[src/rtl/definitions_pkg.sv]
// rtl/definitions_pkg.sv - shared types, defaults and parity helper for uart_rx_cfg
package definitions_pkg;

  typedef enum logic [1:0] {
    PAR_NONE = 2'd0,
    PAR_ODD  = 2'd1,
    PAR_EVEN = 2'd2
  } parity_e;

  typedef enum logic [2:0] {
    ST_IDLE,
    ST_START,
    ST_DATA,
    ST_PARITY,
    ST_STOP
  } rx_state_e;

  typedef struct packed {
    logic brk;
    logic par;
    logic frm;
  } rx_err_t;

  localparam int      DEF_DATA_BITS  = 8;
  localparam parity_e DEF_PARITY     = PAR_NONE;
  localparam int      DEF_STOP_BITS  = 1;
  localparam int      DEF_OVERSAMPLE = 16;
  localparam int      DEF_DIV_W      = 16;
  localparam int      DEF_FIFO_DEPTH = 4;

  // Parity bit the transmitter should have sent for a given XOR of the data bits.
  function automatic logic exp_parity(input parity_e mode, input logic data_xor);
    return (mode == PAR_ODD) ? ~data_xor : data_xor;
  endfunction

endpackage

[src/rtl/uart_baud_tick.sv]
// rtl/uart_baud_tick.sv - oversample tick generator, one tick every div+1 clocks
// restart reloads the divisor and suppresses the tick for that cycle.
module uart_baud_tick #(
  parameter int DIV_W = 16
) (
  input  logic             clk,
  input  logic             rst,
  input  logic [DIV_W-1:0] div,
  input  logic             restart,
  output logic             tick
);

  logic [DIV_W-1:0] cnt;

  assign tick = !restart && (cnt == '0);

  // The divisor is only sampled at a reload, so a change takes effect cleanly.
  always_ff @(posedge clk or posedge rst) begin
    if (rst) begin
      cnt <= '0;
    end else if (restart || cnt == '0) begin
      cnt <= div;
    end else begin
      cnt <= cnt - DIV_W'(1);
    end
  end

endmodule

[src/rtl/uart_rx_cfg.sv]
// rtl/uart_rx_cfg.sv - configurable UART receiver with 3-sample vote, error flags and output FIFO
module uart_rx_cfg
  import definitions_pkg::*;
#(
  parameter int      DATA_BITS  = DEF_DATA_BITS,
  parameter parity_e PARITY     = DEF_PARITY,
  parameter int      STOP_BITS  = DEF_STOP_BITS,
  parameter int      OVERSAMPLE = DEF_OVERSAMPLE,
  parameter int      DIV_W      = DEF_DIV_W,
  parameter int      FIFO_DEPTH = DEF_FIFO_DEPTH
) (
  input  logic                 clk,
  input  logic                 rst,
  input  logic                 rx,
  input  logic [DIV_W-1:0]     baud_div,
  input  logic                 en,
  output logic [DATA_BITS-1:0] dout,
  output logic [2:0]           dout_err,
  output logic                 dout_valid,
  input  logic                 dout_ready,
  output logic                 overrun,
  input  logic                 ovr_clr,
  output logic                 busy
);

  localparam int TW = $clog2(OVERSAMPLE);
  localparam int BW = $clog2(DATA_BITS + 1);
  localparam int AW = $clog2(FIFO_DEPTH);
  localparam int EW = DATA_BITS + 3;

  localparam logic [TW-1:0] VOTE_AT   = TW'(OVERSAMPLE / 2 + 1);
  localparam logic [TW-1:0] LAST_TICK = TW'(OVERSAMPLE - 1);
  localparam logic [BW-1:0] LAST_DATA = BW'(DATA_BITS - 1);
  localparam logic [BW-1:0] LAST_STOP = BW'(STOP_BITS - 1);

  rx_state_e state, state_nxt;
  logic rx_m, rx_s, rx_prev;
  logic tick, vote_tick, bit_end, vote, push_set;
  logic [TW-1:0] tick_cnt;
  logic [BW-1:0] bit_cnt;
  logic [1:0] hist;
  logic [DATA_BITS-1:0] shreg;
  logic par_bit, frm, frm_fin;
  rx_err_t err_fin;
  logic push_req;
  logic [EW-1:0] push_entry;

  logic [EW-1:0] mem [FIFO_DEPTH];
  logic [AW:0] wr_ptr, rd_ptr;
  logic [EW-1:0] head;
  logic full, empty, pop, push_ok;

  // Synchroniser flops preset to the idle-high line level; rx_prev feeds the start-edge detector.
  always_ff @(posedge clk or posedge rst) begin
    if (rst) begin
      rx_m    <= 1'b1;
      rx_s    <= 1'b1;
      rx_prev <= 1'b1;
    end else begin
      rx_m    <= rx;
      rx_s    <= rx_m;
      rx_prev <= rx_s;
    end
  end

  uart_baud_tick #(.DIV_W(DIV_W)) u_tick (
    .clk     (clk),
    .rst     (rst),
    .div     (baud_div),
    .restart (state == ST_IDLE),
    .tick    (tick)
  );

  assign vote_tick = tick && (tick_cnt == VOTE_AT);
  assign bit_end   = tick && (tick_cnt == LAST_TICK);
  assign vote      = (hist[1] & hist[0]) | (hist[1] & rx_s) | (hist[0] & rx_s);

  always_ff @(posedge clk or posedge rst) begin
    if (rst) state <= ST_IDLE;
    else     state <= state_nxt;
  end

  always_comb begin
    state_nxt = state;
    push_set  = 1'b0;
    if (!en) begin
      state_nxt = ST_IDLE;
    end else begin
      case (state)
        ST_IDLE:   if (rx_prev && !rx_s) state_nxt = ST_START;
        ST_START:  if (vote_tick && vote) state_nxt = ST_IDLE;
                   else if (bit_end) state_nxt = ST_DATA;
        ST_DATA:   if (bit_end && bit_cnt == LAST_DATA)
                     state_nxt = (PARITY == PAR_NONE) ? ST_STOP : ST_PARITY;
        ST_PARITY: if (bit_end) state_nxt = ST_STOP;
        // Exit at the last stop mid-sample so a back-to-back start edge is not missed.
        ST_STOP:   if (vote_tick && bit_cnt == LAST_STOP) begin
                     state_nxt = ST_IDLE;
                     push_set  = 1'b1;
                   end
        default:   state_nxt = ST_IDLE;
      endcase
    end
  end

  assign frm_fin     = frm | ~vote;
  assign err_fin.frm = frm_fin;
  assign err_fin.par = (PARITY != PAR_NONE) && (par_bit != exp_parity(PARITY, ^shreg));
  assign err_fin.brk = (shreg == '0) && ((PARITY == PAR_NONE) || !par_bit) && frm_fin;

  always_ff @(posedge clk or posedge rst) begin
    if (rst) begin
      tick_cnt   <= '0;
      bit_cnt    <= '0;
      hist       <= 2'b11;
      shreg      <= '0;
      par_bit    <= 1'b0;
      frm        <= 1'b0;
      push_req   <= 1'b0;
      push_entry <= '0;
    end else begin
      push_req <= push_set;
      if (push_set) push_entry <= {err_fin, shreg};

      if (state == ST_IDLE || state_nxt == ST_IDLE) tick_cnt <= '0;
      else if (tick) tick_cnt <= (tick_cnt == LAST_TICK) ? '0 : tick_cnt + TW'(1);

      if (state_nxt != state) bit_cnt <= '0;
      else if (bit_end) bit_cnt <= bit_cnt + BW'(1);

      if (tick) hist <= {hist[0], rx_s};

      if (state == ST_DATA && vote_tick) shreg <= {vote, shreg[DATA_BITS-1:1]};
      if (state == ST_PARITY && vote_tick) par_bit <= vote;

      if (state == ST_IDLE) frm <= 1'b0;
      else if (state == ST_STOP && vote_tick && !vote) frm <= 1'b1;
    end
  end

  // Extra pointer MSB separates full from empty; a same-cycle pop frees the slot being written.
  assign full    = (wr_ptr[AW] != rd_ptr[AW]) && (wr_ptr[AW-1:0] == rd_ptr[AW-1:0]);
  assign empty   = (wr_ptr == rd_ptr);
  assign pop     = !empty && dout_ready;
  assign push_ok = push_req && (!full || pop);

  always_ff @(posedge clk or posedge rst) begin
    if (rst) begin
      wr_ptr  <= '0;
      rd_ptr  <= '0;
      overrun <= 1'b0;
      for (int i = 0; i < FIFO_DEPTH; i++) mem[i] <= '0;
    end else begin
      if (push_ok) begin
        mem[wr_ptr[AW-1:0]] <= push_entry;
        wr_ptr <= wr_ptr + (AW+1)'(1);
      end
      if (pop) rd_ptr <= rd_ptr + (AW+1)'(1);
      if (push_req && !push_ok) overrun <= 1'b1;
      else if (ovr_clr) overrun <= 1'b0;
    end
  end

  assign head       = mem[rd_ptr[AW-1:0]];
  assign dout       = head[DATA_BITS-1:0];
  assign dout_err   = head[EW-1:DATA_BITS];
  assign dout_valid = !empty;
  assign busy       = (state != ST_IDLE);

endmodule

[config.mk]
export PLATFORM = sky130hd
export DESIGN_NAME = uart_rx_cfg
export DESIGN_NICKNAME = d
export VERILOG_FILES = /design/src/rtl/definitions_pkg.sv /design/src/rtl/uart_baud_tick.sv /design/src/rtl/uart_rx_cfg.sv
export SDC_FILE = /design/constraint.sdc
export NUM_CORES = 1
export LEC_CHECK = 0
export ABC_AREA = 1
export CAP_MARGIN = 20
export CELL_PAD_IN_SITES_DETAIL_PLACEMENT = 0
export CELL_PAD_IN_SITES_GLOBAL_PLACEMENT = 1
export CORE_MARGIN = 3
export CORE_UTILIZATION = 42
export CTS_CLUSTER_SIZE = 16
export DETAILED_ROUTE_END_ITERATION = 6
export PLACE_DENSITY_LB_ADDON = 0.1
export SLEW_MARGIN = 20
export SYNTH_ARGS = -nofsm -noshare
export SYNTH_HDL_FRONTEND = slang
export SYNTH_SLANG_ARGS = --single-unit
export TNS_END_PERCENT = 10
[constraint.sdc]
create_clock -name clk -period 2.95 [get_ports clk]
set_input_delay 0.295 -clock clk [delete_from_list [all_inputs] [get_ports clk]]
set_output_delay 0.295 -clock clk [all_outputs]
set_load 0.01 [all_outputs]
### Word level (Yosys, flattened, before mapping)

Index checks and enable logic that the tools add are counted.

* output and inout bits: 14
* register bits: 103
* input port bits: 22
* logic and storage cells: 109

* bitwise logic cells: 9
* equality and inequality tests: 11
* reduce and logical (&&, ||, !) cells: 35
* mux-type cells: 27
* $add $sub $neg: 5
* order comparisons: 3

Operator list (number)
* $bwmux W44: 1
* $mux W11: 3
* $bmux W11 S2: 1
* $demux W11 S2: 1
* $mux W3: 7
* $mux W4: 5
* $logic_and A1 B1 Y1: 16
* $logic_not A16 Y1: 1
* $mux W16: 1
* $sub A16 B1 Y16 const B: 1
* $pmux W3 S5: 1
* $add A4 B1 Y4 const B: 2
* $eq A4 B4 Y1 const B: 2
* $logic_not A8 Y1: 1
* $reduce_bool A2 Y1: 4
* $mux W1: 7
* $add A3 B1 Y3 const B: 2
* $eq A3 B2 Y1 const B: 2
* $ge A3 B3 Y1 const B: 2
* $logic_not A1 Y1: 6
* $logic_not A3 Y1: 2
* $not A2 Y3: 2
* $eq A4 B3 Y1 const B: 1
* $logic_not A4 Y1: 1
* other kinds (12): 18

### Logic depth before layout (Yosys ltp)

Gate-level depths: netlist of the first run.

* depth in word-level cells: 11
* gate-level depth with buffers: 15
* mapped depth without buffers: 15

### Hierarchy

From an unflattened synthesis of the first run, not the netlist that was laid out.

* cells, all modules: 629
* area total of the unflattened synthesis: 5052.3 µm²

By module, submodules not included
* uart_rx_cfg: cells each 470, sequential area each 2083.2 µm², instances 1, area an instance 3972.6 µm²
* uart_baud_tick: cells each 159, sequential area each 400.4 µm², instances 1, area an instance 1079.8 µm²

### Least setup slack after synthesis of the first run

OpenSTA, ideal clock, no wires.

* kind: register to register
* from: register u_tick.cnt[0]
* to: register bit_cnt[1]
* arrival time: 1677 ps
* clock period less this slack: 1798 ps
* cell stages (with the launch flop): 16
* setup slack: 1152 ps
* path buffers: 0
* setup time: 121 ps
* cells stage by stage: dfrtp_1 -> inv_1 -> ha_1 -> nand2_1 -> nor2_2 -> nand2_2 -> nor2_4 -> nand3_2 -> a21boi_2 -> nand2_1 -> nand2_2 -> nand2_1 -> nand2_1 -> nor2_2 -> nand2_2 -> nor2_1

* longest elaborated chain between the ends: 9
* elaborated cells on any way between the ends: 17
* those cells by class: 1 x eq/ne; 8 x mux; 8 x reduce/logical

RTL lines
* from (decl): line uart_baud_tick.sv:13 `logic [DIV_W-1:0] cnt;`
* from (signal assigned): line uart_baud_tick.sv:22 `cnt <= div;`
* from (signal assigned): line uart_baud_tick.sv:24 `cnt <= cnt - DIV_W'(1);`
* $logic_not A16 Y1 *: line uart_baud_tick.sv:15 `assign tick = !restart && (cnt == '0);`
* $logic_and A1 B1 Y1 *: line uart_baud_tick.sv:15
* $logic_and A1 B1 Y1 (on tied branches): line uart_rx_cfg.sv:75, uart_rx_cfg.sv:74
* $mux W3 (tied with other cells): line uart_rx_cfg.sv:92 `else if (bit_end) state_nxt = ST_DATA;`
* $mux W3 (on tied branches): line uart_rx_cfg.sv:91, uart_rx_cfg.sv:93, uart_rx_cfg.sv:97
* $pmux W3 S5: line uart_rx_cfg.sv:89 `case (state)`
* $mux W3: line uart_rx_cfg.sv:86 `if (!en) begin`
* $ne A3 B3 Y1: line uart_rx_cfg.sv:128 `if (state_nxt != state) bit_cnt <= '0;`
* $mux W4 or $reduce_bool A2 Y1 (tied branches)
* to (signal assigned): line uart_rx_cfg.sv:129 `else if (bit_end) bit_cnt <= bit_cnt + BW'(1);`
* to (decl): line uart_rx_cfg.sv:40 `logic [BW-1:0] bit_cnt;`

Mark *: on every way between the ends. The rest lies on a longest branch, timed or not.
A chain may end at the register's enable or synchronous reset.

### Worst setup path in the final report of the first run

* from: register rd_ptr[0]
* to: output dout[0]

* longest elaborated chain between the ends: 4

RTL lines
* from (decl): line uart_rx_cfg.sv:49 `logic [AW:0] wr_ptr, rd_ptr;`
* from (signal assigned): line uart_rx_cfg.sv:158 `if (pop) rd_ptr <= rd_ptr + (AW+1)'(1);`
* $not A2 Y3 (implied by the code): line uart_rx_cfg.sv:164 `assign head = mem[rd_ptr[AW-1:0]];`
* $bmux W11 S2: line uart_rx_cfg.sv:164
* $mux W11 (implied by the code) (2 in series): line uart_rx_cfg.sv:164
* to (decl): line uart_rx_cfg.sv:17 `output logic [DATA_BITS-1:0] dout,`

Every way passes these cells. The select of a mux whose other input is x is not followed.

==> out/results.tsv, run 1 <==
metric	value	unit
status	finished, final reports clean	
synth-seq-cells	99	
syn_area	0.00501	mm2
p_per_area	624	mW/mm2
postCtsSetupRepairBufs	0	
critPathMaxFanout	21	
io_pins	36	
startpoint_type	flip-flop	
via_per_inst	4.97	
cts_tree	yes	
grt_pass1_wl	17200	um
postRouteAntennaNets	0	
grtUsageTotal	16.3	%
first_pass_iters	4	
gr-usage-met1	20.9	%
place_area	0.00551	mm2
worstPathCellList	inv_1 > o21ai_0 > o22ai_1 > clkdlybuf4s50_1	
hold_violations	0	
antenna_found_initial	0	
reg2reg_slack	620	ps
final_util	50.5	%
hp-start	rx_m	
synth_cells	511	
htreeDepth	3	
setup_ws	536	ps
setup_viol	0	
fin_crit	2410	ps
grt_most_used_layer	met2	
preCtsSetupSlack	590	ps
start_util	43.3	%
slew_headroom	47.3	%
arrival	2120	ps
drtIter0Drc	154	
hp-class	reg2reg	
drc_errors	0	
finalCritPeriodShare	81.8	%
port_buffers	34	
cts_hold_buf	0	
area_delta_synth_final	16.5	%
ys_warn_count	0	
clockRootBuffer	clkbuf_16	
drive_above_1_share	23.1	%
rr_worst_depth	10	
wl_per_cell	14.0	um
critical_path_class	reg2out	
fp.coreArea	0.0116	mm2
fmaxAchievable	0.414	GHz
seq_area_frac_synth	49.6	%
place_congestion	0.788	
leakage	0.00272	uW
die_x	115	um
slew_violations	0	
r2r-end	u_tick.cnt[6]	
diodes	0	
grt_util_met2	27.7	%
die_h	115	um
rows	39	
path_clk_slew	70	ps
grt_pass1_vias	3576	
clock_path_buffers	2	
gr-usage-met3	3.00	%
worst_pin_slew	788	ps
route.vias.total	3456	
rr_startpoint	u_tick.cnt[0]	
finalPower	3650	uW
grt_overflow_total	0	
dpl.hpwl	6850	um
critical-path-max-stage-delay	580	ps
clock-sinks	99	
grt_max_degree	53	
fin_skew	7.34	ps
insertion_delay	340	ps
finalSetupTns	0	ps
holdPathStages	0	
cp.required	2650	ps
avgSynthCellArea	9.81	um2
slowest_stage	clkdlybuf4s50_1	
ctsResizeCount	0	
die_area	0.0133	mm2
worstSetupEndpointType	primary output	
synthesis.nets	544	
nets	581	
ir_drop	0.248	mV
maxCapViolations	0	
cts-buffers-inserted	9	
wirelength	9770	um
stdcell_area	0.00584	mm2
rsz0062_at_grt	false	
hold_path_end	rx_s	
synth.distinct_cells	46	
synth_stat cells (all sizes together):
master / instances / area (um2)
dfrtp: 94 / 2350
a31oi: 1 / 6.26
a21boi: 1 / 11.3
or2: 1 / 6.26
nand4: 5 / 37.5
mux2: 40 / 450
nor4: 3 / 25.0
clkbuf: 6 / 22.5
a32o: 1 / 10.0
nor2b: 1 / 8.76
nor3: 5 / 41.3
a21oi: 7 / 35.0
o21ai: 54 / 308
o21a: 1 / 7.51
dfstp: 5 / 131
inv: 52 / 195
nand2: 95 / 407
ha: 11 / 138
xnor2: 4 / 35.0
xor2: 18 / 158
o22ai: 10 / 62.6
conb: 1 / 3.75
nand3b: 1 / 7.51
nand3: 21 / 148
nor2: 61 / 319
buf: 7 / 50.1
and3b: 1 / 8.76
clkinv: 2 / 7.51
nor3b: 2 / 20.0
cell usage in the layout, fill, tap and decap left out, types with 5 or more instances in the layout:
master and count:
dfstp_2 5, xor2_1 18, nand2_1 81, nor2_4 9, nor2_2 9, clkdlybuf4s50_1 34, inv_1 40, dfrtp_1 94
a21oi_1 7, inv_2 11, o21ai_2 10, clkbuf_16 9, nor2_1 43, mux2_2 34, o22ai_1 10, nand2_2 11
o21ai_1 14, mux2_1 6, nand3_1 14, nand3_2 6, o21ai_0 30, ha_1 11
layout make-up:
class | instances | area [um2]
well taps | 143 | 179
flip-flops and latches | 99 | 2480
multi-input cells | 345 | 2250
clock buffers | 11 | 243
inverters | 54 | 205
repair buffers | 39 | 390
fillers | 1083 | 5720
clock inverters | 5 | 86.3
worst max-delay path: cells and delay by family (launching register included):
kind | cells | cell delay, ps
buffers and inverters | 2 | 1070
DFF | 1 | 370
AOI/OAI and AO/OA | 2 | 330
layer usage:
layer / up-vias / share of wire [%]
met2: 39 / 49
met5: - / 0
li1: 1747 / -
met3: 7 / 2.6
met1: 1663 / 48
met4: 0 / 0.96
state kept, by name (all words and copies together), names as in the netlist:
name        count
rx_prev         1
rd_ptr          3
frm             1
push_entry     10
overrun         1
rx_m            1
mem            40
bit_cnt         4
state           3
wr_ptr          3
rx_s            1
hist            2
tick_cnt        4
u_tick.cnt     16
push_req        1
shreg           8
kinds of logic after synthesis:
group | after synthesis | share of synthesized area, %
flops | 99 | 49.6
fa+ha+maj | 11 | 2.75
buf+inv | 67 | 5.49
other cells | 1 | 0.0748
mux | 40 | 8.99
compound gates | 75 | 8.79
xor+xnor | 22 | 3.84
simple gates | 196 | 20.5
worst max-delay path by stage:
stage | from | endpoint | slack (ps) | cells past startpoint
floorplan | rst | bit_cnt[0] | 70 | 1
global placement | u_tick.cnt[0] | u_tick.cnt[6] | 700 | 10
detailed placement | u_tick.cnt[0] | u_tick.cnt[6] | 590 | 10
CTS | rd_ptr[0] | dout[4] | 490 | 4
global route | rd_ptr[0] | dout[0] | 290 | 4
finish | rd_ptr[0] | dout[0] | 540 | 4
where the power goes:
part	internal [uW]	switching, uW	leakage, uW
registers	1420	52.8	0.00129
clock network	772	512	0.000160
logic	393	498	0.00127
total	2580	1060	0.00272
metrics by stage:
step                      std cells  hold WS [ps]
final                           696           358
after global routing            696           351
after CTS                       696           343
after detailed placement        680           351
after global placement          680           348
after floorplan                 511           299
No activity file was read; power rests on OpenSTA's default activity.
==> run 2, diff against run 1 <==
- CORE_UTILIZATION: 42 -> 46
- clock period: 2.95 -> 2.4 ns (I/O delays scaled with it)
==> run 2 against run 1 <==
Net effect: register-to-register slack lost 250 ps; sequential share of layout area increased by 1.1 points; highest routed layer unchanged; largest power group unchanged; critical path depth is 1 higher; global-route usage is 1.1 points higher.
==> out/results.tsv, run 2 (synthesis gave the netlist of run 1 again) <==
metric	value	unit	change
dpl.hpwl	6530	um	-4.7%
leakage	0.00265	uW	-2.5%
clock-sinks	99		unchanged
die_h	110	um	-4.2%
status	finished, final reports clean		
grt_overflow_total	0		unchanged
slew_violations	0		unchanged
ff_latch_area	0.00248	mm2	about the same
hold_violations	0		unchanged
finalSetupTns	0	ps	unchanged
drive_above_1_share	23.8	%	+0.68 points
final_common_cell	dfrtp_1		
switching_power	1260	uW	+19%
die_x	110	um	-4.2%
power_frac_clock	25.0	%	-10 points
ir_drop	0.471	mV	+90%
rr_startpoint	u_tick.cnt[0]		
htreeDepth	3		unchanged
fmaxAchievable	0.453	GHz	
rsz0062_at_grt	false		
startpoint_type	flip-flop		
setup.worst_path.start	rd_ptr[0]		
nets	582		+0.17%
p_per_area	685	mW/mm2	+9.8%
route.vias.total	3485		+0.84%
postRouteAntennaNets	0		unchanged
cp.required	2160	ps	-490 ps
crit_family	buffers and inverters		
worstSetupEndpointType	primary output		
grt_pass1_vias	3506		-2.0%
setup_viol	0		unchanged
fin_skew	6.96	ps	-0.381 ps
finalCritPeriodShare	92.0	%	
path_clk_slew	100	ps	+30 ps
place_congestion	0.769		-2.4%
fp.coreArea	0.0105	mm2	-9.5%
wl_per_cell	13.6	um	-3.1%
critPathMaxFanout	20		-4.8%
reg_top3	mem x40, u_tick.cnt x16, push_entry x10		
io_pins	36		unchanged
swShare	32.4	%	+3.3 points
die_area	0.0122	mm2	-8.3%
rows	37		-5.1%
drtIter0Drc	119		-23%
comb_power_share	28.1	%	+3.6 points
critical-path-max-stage-delay	570	ps	about the same
largest_register	mem		
multi_input_area	0.00226	mm2	+0.11%
place_area	0.00551	mm2	unchanged
drc_errors	0		unchanged
num-fill-cells	961		-11%
cts-buffers-inserted	9		unchanged
finalPower	3900	uW	+7.0%
port_buffers	34		unchanged
worstPathCellList	inv_1 > buf_6 > o21ai_0 > o22ai_1 > clkdlybuf4s50_1		
area_delta_synth_final	13.6	%	
insertion_delay	360	ps	+20 ps
internal_power	2640	uW	+2.0%
antenna_found_initial	0		unchanged
via_per_inst	5.05		+1.7%
grt_max_degree	93		+75%
grt_pass1_wl	16600	um	-3.7%
slowest_stage	clkdlybuf4s50_1		
maxCapViolations	0		unchanged
postCtsSetupRepairBufs	0		unchanged
wirelength	9390	um	-3.9%
hp-class	in2async		
arrival	1970	ps	-150 ps
seqPwrFrac	46.9	%	+6.6 points
clock_path_buffers	2		unchanged
fin_crit	2210	ps	
diodes	0		unchanged
grtUsageTotal	17.4	%	+1.1 points
critPathBufInv	3		+1
critical_path_class	reg2out		
start_util	47.9	%	+4.6 points
first_pass_iters	4		unchanged
largest_register_ffs	40		unchanged
final_cell_mix	dfrtp_1 (93), nand2_1 (81), nor2_1 (42)		
stdcell_area	0.00569	mm2	-2.5%
cts_tree	yes		
clockRootBuffer	clkbuf_8		
==> run 2: final timing paths <==
kind / to / slack [ps] / depth (start not counted)
worst min-delay path: mem[25] / 130 / 2
max in group asynchronous: rx_prev / 1530 / 3
worst max register to register: bit_cnt[0] / 370 / 15
worst min register to register: rx_s / 360 / 0
worst max-delay path: dout_err[0] / 190 / 5
min in group clk: rx_m / 280 / 1
==> run 2: cell type report <==
cell class	count	area share (%)
inverters	54	3.63
well taps	136	2.99
repair buffers	40	7.06
clock buffers	9	2.18
flip-flops and latches	99	43.7
clock inverters	7	0.857
multi-input cells	345	39.6
==> run 2: metrics by stage <==
stage | std cells | utilization (%) | hold slack (ps) | setup slack, ps
final | 690 | 54.4 | 128 | 192
after global routing | 690 | 54.4 | 116 | 23.6
after CTS | 690 | 54.3 | 109 | 50.2
after detailed placement | 674 | 52.7 | 349 | 64.7
after global placement | 674 | 52.7 | 347 | 178
after floorplan | 511 | - | 244 | 602
==> run 2: routing by layer <==
layer  global-route usage [%]  wire [um]  vias to the layer above  part of all wire (%)
li1                         -          -                     1748                     -
met4                     3.96         84                        0                  0.89
met3                     5.07        366                        8                   3.9
met1                     22.4       4410                     1685                    47
met2                     29.3       4520                       44                    48
met5                        0          0                        -                     0
==> run 2: timing repair <==
| action | 4_1_cts | 5_1_grt |
|---|---|---|
| hold buffers | 0 | 0 |
| gates resized for setup | 0 | 3 |
| setup endpoints to repair | 0 | 21 |
==> run 2: power groups by stage <==
stage          combinational [uW]  sequential (uW)  clock [uW]
2_1_floorplan                 642             1840           0
3_3_place_gp                 1090             1860           0
3_5_place_dp                 1100             1860           0
4_1_cts                      1100             1830        1040
5_1_grt                      1230             1840        1100
6_report                     1100             1830         975
==> run 3, diff against run 2 <==
- clock period: 2.4 -> 2.2 ns (I/O delays scaled with it)
==> run 3 against run 2 <==
Net effect: wire length grew 3.0%; register-to-register slack lost 180 ps; die area is the same; final cell count grew 0.29%; sequential power grew 9%; largest cell class unchanged.
==> out/results.tsv, run 3 (synthesis gave the netlist of run 1 again) <==
metric	value	unit	change
antenna_found_initial	0		unchanged
wl_per_cell	14.0	um	+2.7%
postRouteAntennaNets	0		unchanged
drc_errors	0		unchanged
port_buffers	34		unchanged
arrival	1870	ps	-100 ps
dpl.hpwl	6620	um	+1.3%
slew_headroom	64.6	%	
drtIter0Drc	173		+45%
grt_pass1_wl	16800	um	+1.2%
grt_pass1_vias	3427		-2.3%
area_delta_synth_final	14.8	%	
slowest_stage	clkdlybuf4s50_1		
slew_violations	0		unchanged
io_pins	36		unchanged
worst_pin_slew	532	ps	
clock-sinks	99		unchanged
start_util	47.9	%	unchanged
finalCritPeriodShare	95.0	%	
largest_register	mem		
maxCapViolations	0		unchanged
wirelength	9670	um	+3.0%
rows	37		unchanged
fin_skew	12.7	ps	+5.75 ps
stdcell_area	0.00575	mm2	+1.1%
worstPathCellList	inv_2 > buf_12 > nor2_1 > o22ai_1 > clkdlybuf4s50_1		
leakage	0.00277	uW	+4.5%
cts-buffers-inserted	9		unchanged
die_x	110	um	unchanged
rr_startpoint	u_tick.cnt[0]		
final_cell_mix	dfrtp_1 (93), nand2_1 (81), nor2_1 (43)		
final_util	55.0	%	+0.60 points
drive_above_1_share	24.3	%	+0.45 points
setup_viol	0		unchanged
fin_crit	2090	ps	
cp.depth	5		unchanged
crit_family	buffers and inverters		
startpoint_type	flip-flop		
fin_cells	692		+0.29%
cts_tree	yes		
route.vias.total	3474		-0.32%
fp.coreArea	0.0105	mm2	unchanged
place_area	0.00555	mm2	+0.73%
grt_overflow_total	0		unchanged
fmaxAchievable	0.478	GHz	
final_common_cell	dfrtp_1		
setup.worst_path.start	rd_ptr[0]		
finalPower	4280	uW	+9.8%
hold_violations	0		unchanged
clock_path_buffers	2		unchanged
clockRootBuffer	clkbuf_8		
holdPathStages	1		
worstSetupEndpointType	primary output		
hp-start	rx		
dp_cells	676		+0.30%
die_h	110	um	unchanged
ir_drop	0.315	mV	-33%
critPathMaxFanout	18		-10%
place_congestion	0.803		+4.4%
insertion_delay	360	ps	about the same
cp.required	1980	ps	-180 ps
finalSetupTns	0	ps	unchanged
p_per_area	744	mW/mm2	+8.6%
rsz0062_at_grt	false		
grtUsageTotal	17.6	%	+0.18 points
largest_register_ffs	40		unchanged
cts_hold_buf	0		unchanged
reg_top3	mem x40, u_tick.cnt x16, push_entry x10		
critPathBufInv	3		unchanged
rr_worst_depth	15		unchanged
nets	584		+0.34%
critical-path-max-stage-delay	550	ps	-20 ps
grt_max_degree	100		+7.5%
diodes	0		unchanged
htreeDepth	3		unchanged
critical_path_class	reg2out		
hp-class	in2reg		
first_pass_iters	4		unchanged
die_area	0.0122	mm2	unchanged
via_per_inst	5.02		-0.60%
status	finished, final reports clean		
path_clk_slew	100	ps	about the same
-- run 3: changes by cell type in the layout (fill, tap and decap cells not counted), sizes merged --
cell,previous run,this run
inv,54,53
clkinvlp,2,1
clkinv,5,7
buf,6,8
dlymetal6s2s,0,7
clkdlybuf4s50,34,27
-- run 3: layout make-up --
type | instances | area (um2)
Fill cell | 1001 | 4710
Timing Repair Buffer | 42 | 459
Multi-Input combinational cell | 345 | 2260
Sequential cell | 99 | 2480
Clock inverter | 7 | 52.6
Tap cell | 136 | 170
Inverter | 54 | 206
Clock buffer | 9 | 124
-- run 3: per-stage QoR --
step | setup WS (ps) | hold slack, ps
2_1_floorplan | 402 | 224
3_3_place_gp | 268 | 348
3_5_place_dp | 207 | 353
4_1_cts | 10.6 | 236
5_1_grt | 3.15 | 247
6_report | 110 | 259
-- run 3: path summary, 6_finish.rpt --
path / endpoint / slack (ps)
max: dout[1] / 110
min: rx_m / 260
max reg2reg: bit_cnt[0] / 190
min reg2reg: rx_s / 360
max in group asynchronous: rd_ptr[0] / 1420
min in group asynchronous: u_tick.cnt[7] / 340
-- run 3: routing by layer --
layer	wire, um	vias to the layer above	global-route usage (%)
met2	4530	40	27.8
met1	4720	1673	24.4
met3	254	12	2.45
met5	0	-	0
met4	167	0	7.39
li1	-	1749	-
-- run 3: power breakdown --
group          leakage (uW)  internal, uW  switching [uW]
registers           0.00129          1900            96.2
logic               0.00138           559             643
clock network     0.0000953           422             660
total               0.00277          2880            1400
-- run 3: what timing repair did --
| action | in CTS | in global routing |
|---|---|---|
| buffers inserted | 0 | 0 |
| setup endpoints to repair | 2 | 11 |
| resized for setup | 2 | 9 |
==> variant 1 (config.mk and constraints of run 3) <==
The package constant `DEF_DATA_BITS` goes from 8 to 16.
--- a/src/rtl/definitions_pkg.sv
+++ b/src/rtl/definitions_pkg.sv
@@ -21,7 +21,7 @@
     logic frm;
   } rx_err_t;
 
-  localparam int      DEF_DATA_BITS  = 8;
+  localparam int      DEF_DATA_BITS  = 16;
   localparam parity_e DEF_PARITY     = PAR_NONE;
   localparam int      DEF_STOP_BITS  = 1;
   localparam int      DEF_OVERSAMPLE = 16;
Ports: changed (resized dout); port bits go from 36 to 44. No check against the original RTL was run, so the function may have changed too.
==> variant 1 against run 3 <==
- final area increased by 46%
- global-route usage increased by 1.2 points
- setup slack got worse by 0.0012 ns
- critical path depth unchanged
- area after synthesis increased by 38%
- total power increased by 29%
- sequential power increased by 39%
- sequential cell count increased by 49
- via count increased by 41%
- wire length increased by 49%
- hold slack got worse by 0.050 ns
- final cell count increased by 36%
- non-clock buffer count increased by 30
- clock skew decreased by 0.0053 ns
- largest cell class unchanged
==> variant 1: results (changes against run 3) <==
most frequent cells after synthesis dfrtp_1, nand2_1, mux2_2, o21ai_0, nor2_1; CTS H-tree lvls 4 (+1); Routed WL per cell 15.23 µm (+9.0%); M1 WL 6816 µm (+45%); Clock transition at path regs 0.06 ns (-0.04 ns); first-pass GRT wire length 24800 µm (+48%); CP Launch Point rd_ptr[1]; Clk Latency, worst-skew pair 0.42 ns (+0.06 ns); clk pwr 2.54 mW (+140%); DR top layer met4; dpl cell area 7695 µm² (+39%); synth unique cells 42 (-8.7%); largest registers mem: 72 flops, push_entry: 18 flops; placed wire-length estimate 9764 µm (+48%); Avg Synthesized Cell Area 10.15 µm² (+3.5%); post-synthesis compound-gate area fraction 9.336% (+0.55 points); Lkg Pwr 4.109 nW (+49%); CTS Buf Count 17 (+8); Total GRT Usage 18.82% (+1.2 points); post-synthesis mux area share 11.89% (+2.9 points); switching pwr 1.207 mW (-14%); pre-CTS setup slack 0.1035 ns (-0.1036 ns); Worst Tran Pin Value 0.6644 ns (+0.1328 ns); vias in the first global route 5019 (+46%); CP peak stage delay 0.49 ns (-0.06 ns); Area contributors post-synth dfrtp_1, mux2_2, o21ai_0; fin cells 944 (+36%); ratio of cells with drive above 1 in the final layout 23.29% (-0.99 points); CTS root buf clkbuf_16; Synth Area in XOR/XNOR 2.538% (-1.3 points); clk_skew 0.007408 ns (-0.005302 ns); peak supply drop 0.0006315 V (+100%); met3 global-route usage 5.438% (+3.0 points); Adder-Cell Fraction of Synth Area 2.175% (-0.57 points); worst reg2reg startpoint u_tick.cnt[1]; placed instance count 901 (+33%); status completed; sequential share of the synthesized area 53.75% (+4.2 points); Iter 0 DRT Violations 238 (+38%); syn_nets 714 (+31%); final net count 781 (+34%); Critical Path Fanout Max 20 (+2); metal3 WL 488 µm (+92%); Pwr Density 661.5 nW/µm² (-11%); PostCTS Resize Cnt 11 (+9); grt met2 use 29.94% (+2.1 points); hold path startpoint rx; Final GP Congestion 0.8317 (+3.5%); GR Layer Usage met1 25.21% (+0.81 points)
[variant 1: changes by cell type after synthesis, sizes merged, moves of 5 or more]
cell,run 3,this run
xor2,18,13
nor2,61,85
o22ai,10,18
o21ai,54,89
inv,52,59
clkbuf,6,15
dfrtp,94,143
mux2,40,72
[variant 1: final timing paths]
path                       slack, ns  cells past startpoint       endpoint
min reg2reg                     0.35                      0           rx_s
max in group asynchronous       1.25                      3         mem[6]
min in group asynchronous       0.25                      2  u_tick.cnt[5]
min                             0.21                      1           rx_m
max                             0.11                      5     dout_valid
max reg2reg                     0.17                     17     bit_cnt[2]
[variant 1: cell type report]
| cell class | instances | area (µm²) | area share [%] |
|---|---|---|---|
| timing repair buffer | 72 | 780.7 | 9.313 |
| clock buffer | 26 | 479.2 | 5.716 |
| sequential | 148 | 3712 | 44.28 |
| multi-input combinational | 447 | 2908 | 34.69 |
| clock inverter | 6 | 32.53 | 0.3881 |
| tap | 184 | 230.2 | 2.746 |
| inverter | 61 | 240.2 | 2.866 |
==> variant 2 (settings of run 3) <==
Made on the original files. Register the output `overrun` once more, cleared by the reset; this adds one clock of latency there. The other outputs are not delayed to match.
--- a/src/rtl/uart_rx_cfg.sv
+++ b/src/rtl/uart_rx_cfg.sv
@@ -32,6 +32,8 @@
   localparam logic [TW-1:0] LAST_TICK = TW'(OVERSAMPLE - 1);
   localparam logic [BW-1:0] LAST_DATA = BW'(DATA_BITS - 1);
   localparam logic [BW-1:0] LAST_STOP = BW'(STOP_BITS - 1);
+
+  logic overrun_s0;
 
   rx_state_e state, state_nxt;
   logic rx_m, rx_s, rx_prev;
@@ -148,7 +150,7 @@
     if (rst) begin
       wr_ptr  <= '0;
       rd_ptr  <= '0;
-      overrun <= 1'b0;
+      overrun_s0 <= 1'b0;
       for (int i = 0; i < FIFO_DEPTH; i++) mem[i] <= '0;
     end else begin
       if (push_ok) begin
@@ -156,8 +158,8 @@
         wr_ptr <= wr_ptr + (AW+1)'(1);
       end
       if (pop) rd_ptr <= rd_ptr + (AW+1)'(1);
-      if (push_req && !push_ok) overrun <= 1'b1;
-      else if (ovr_clr) overrun <= 1'b0;
+      if (push_req && !push_ok) overrun_s0 <= 1'b1;
+      else if (ovr_clr) overrun_s0 <= 1'b0;
     end
   end
 
@@ -167,5 +169,13 @@
   assign dout_valid = !empty;
   assign busy       = (state != ST_IDLE);
 
+  always_ff @(posedge clk or posedge rst) begin
+    if (rst) begin
+      overrun <= '0;
+    end else begin
+      overrun <= overrun_s0;
+    end
+  end
+
 endmodule
 
Behaviour: same outputs for any inputs over 10 cycles, from zero or initial values and one cycle with rst high; that may be too few to reach the edited logic, so the function may still have changed.
==> variant 2 against run 3 <==
- total power up 0.58%
- sequential share of layout area is 0.18 points lower
- wire length rose by 0.47%
- non-clock buffer count increased by 7
- area after synthesis rose by 0.50%
- critical path depth is the same
- setup slack about the same
- sequential cell count increased by 1
- final area increased by 1.4%
- die area increased by 0.47%
- critical path type unchanged
- critical endpoint is now dout[6]
==> variant 2: results (changes against run 3) <==
final net count 592 (+1.4%); ratio of cells with drive above 1 in the final layout 24.82% (+0.54 points); largest net degree at the start of global routing 67 (-33%); pre-CTS setup slack 0.2209 ns (+0.01382 ns); clk_skew 0.005576 ns (-0.007134 ns); clk tree area frac 3.044% (-0.022 points); Lkg Pwr 2.761 nW (-0.21%); status completed; dpl cell area 5642 µm² (+1.6%); Area contributors post-synth dfrtp_1, mux2_2, nand2_1; routed length on met2 4741 µm (+4.6%); first-pass GRT wire length 17100 µm (+2.0%); GR Layer Usage met1 22.41% (-2.0 points); Total GRT Usage 16.75% (-0.86 points); Sequential Area 2510 µm² (+1.0%); largest registers mem: 40 flops, u_tick.cnt: 16 flops, push_entry: 10 flops; Iter 0 DRT Violations 173 (unchanged); sequential share of the synthesized area 49.80% (+0.25 points); metal3 WL 330 µm (+30%); vias in the first global route 3521 (+2.7%); most frequent cells after synthesis dfrtp_1, nand2_1, nor2_1, inv_1, mux2_2; post-synthesis compound-gate area fraction 8.743% (-0.044 points); number of fill cells 983 (-1.8%); synth unique cells 46 (unchanged); M1 WL 4527 µm (-4.0%); syn_nets 545 (+0.18%); Synth Area in XOR/XNOR 3.825% (-0.019 points); grt met2 use 27.75% (-0.065 points); Post-Synthesis Cells 512 (+0.20%); post-synthesis mux area share 8.942% (-0.045 points); vias per cell 5.076 (+1.1%); placed instance count 684 (+1.2%); Worst EP arrival 1.87 ns (about the same); drt pass-1 iters 4 (unchanged); sequential cells 100 (+1.0%); buffer share of cell area 8.853% (+0.87 points); placed wire-length estimate 7048 µm (+6.5%); peak supply drop 0.0004244 V (+35%); fraction of area in multi-input gates 38.65% (-0.58 points); Routed WL per cell 13.88 µm (-0.68%); Final GP Congestion 0.8321 (+3.6%); nonclk buf count 49 (+17%); Adder-Cell Fraction of Synth Area 2.732% (-0.014 points)
## variant 2: final timing paths
kind	slack, ns	to	start
setup / recovery	0.11	dout[6]	rd_ptr[0]
hold / removal	0.18	shreg[2]	rst
setup reg to reg	0.23	tick_cnt[1]	u_tick.cnt[0]
hold reg to reg	0.36	rx_s	rx_m
max in group asynchronous	1.36	rd_ptr[0]	rst
min in group clk	0.26	rx_m	rx
## variant 2: where the power goes
group | leakage (nW) | total [mW] | internal, mW | switching, mW
Clock | 0.0820 | 1.08 | 0.445 | 0.635
Combinational | 1.37 | 1.21 | 0.580 | 0.634
Sequential | 1.30 | 2.01 | 1.92 | 0.0935
## variant 2: worst max-delay path: cells and delay by family (launching register included)
family                 cells  cell delay (ns)
DFF                        1             0.47
AOI/OAI and AO/OA          2             0.22
buffers and inverters      3             0.81
## variant 2: timing repair
action / in CTS / in global routing
setup endpoints to repair: 1 / 10
hold endpoints to repair: 0 / 0
gates resized for setup: 1 / 6
gates cloned: 0 / 0
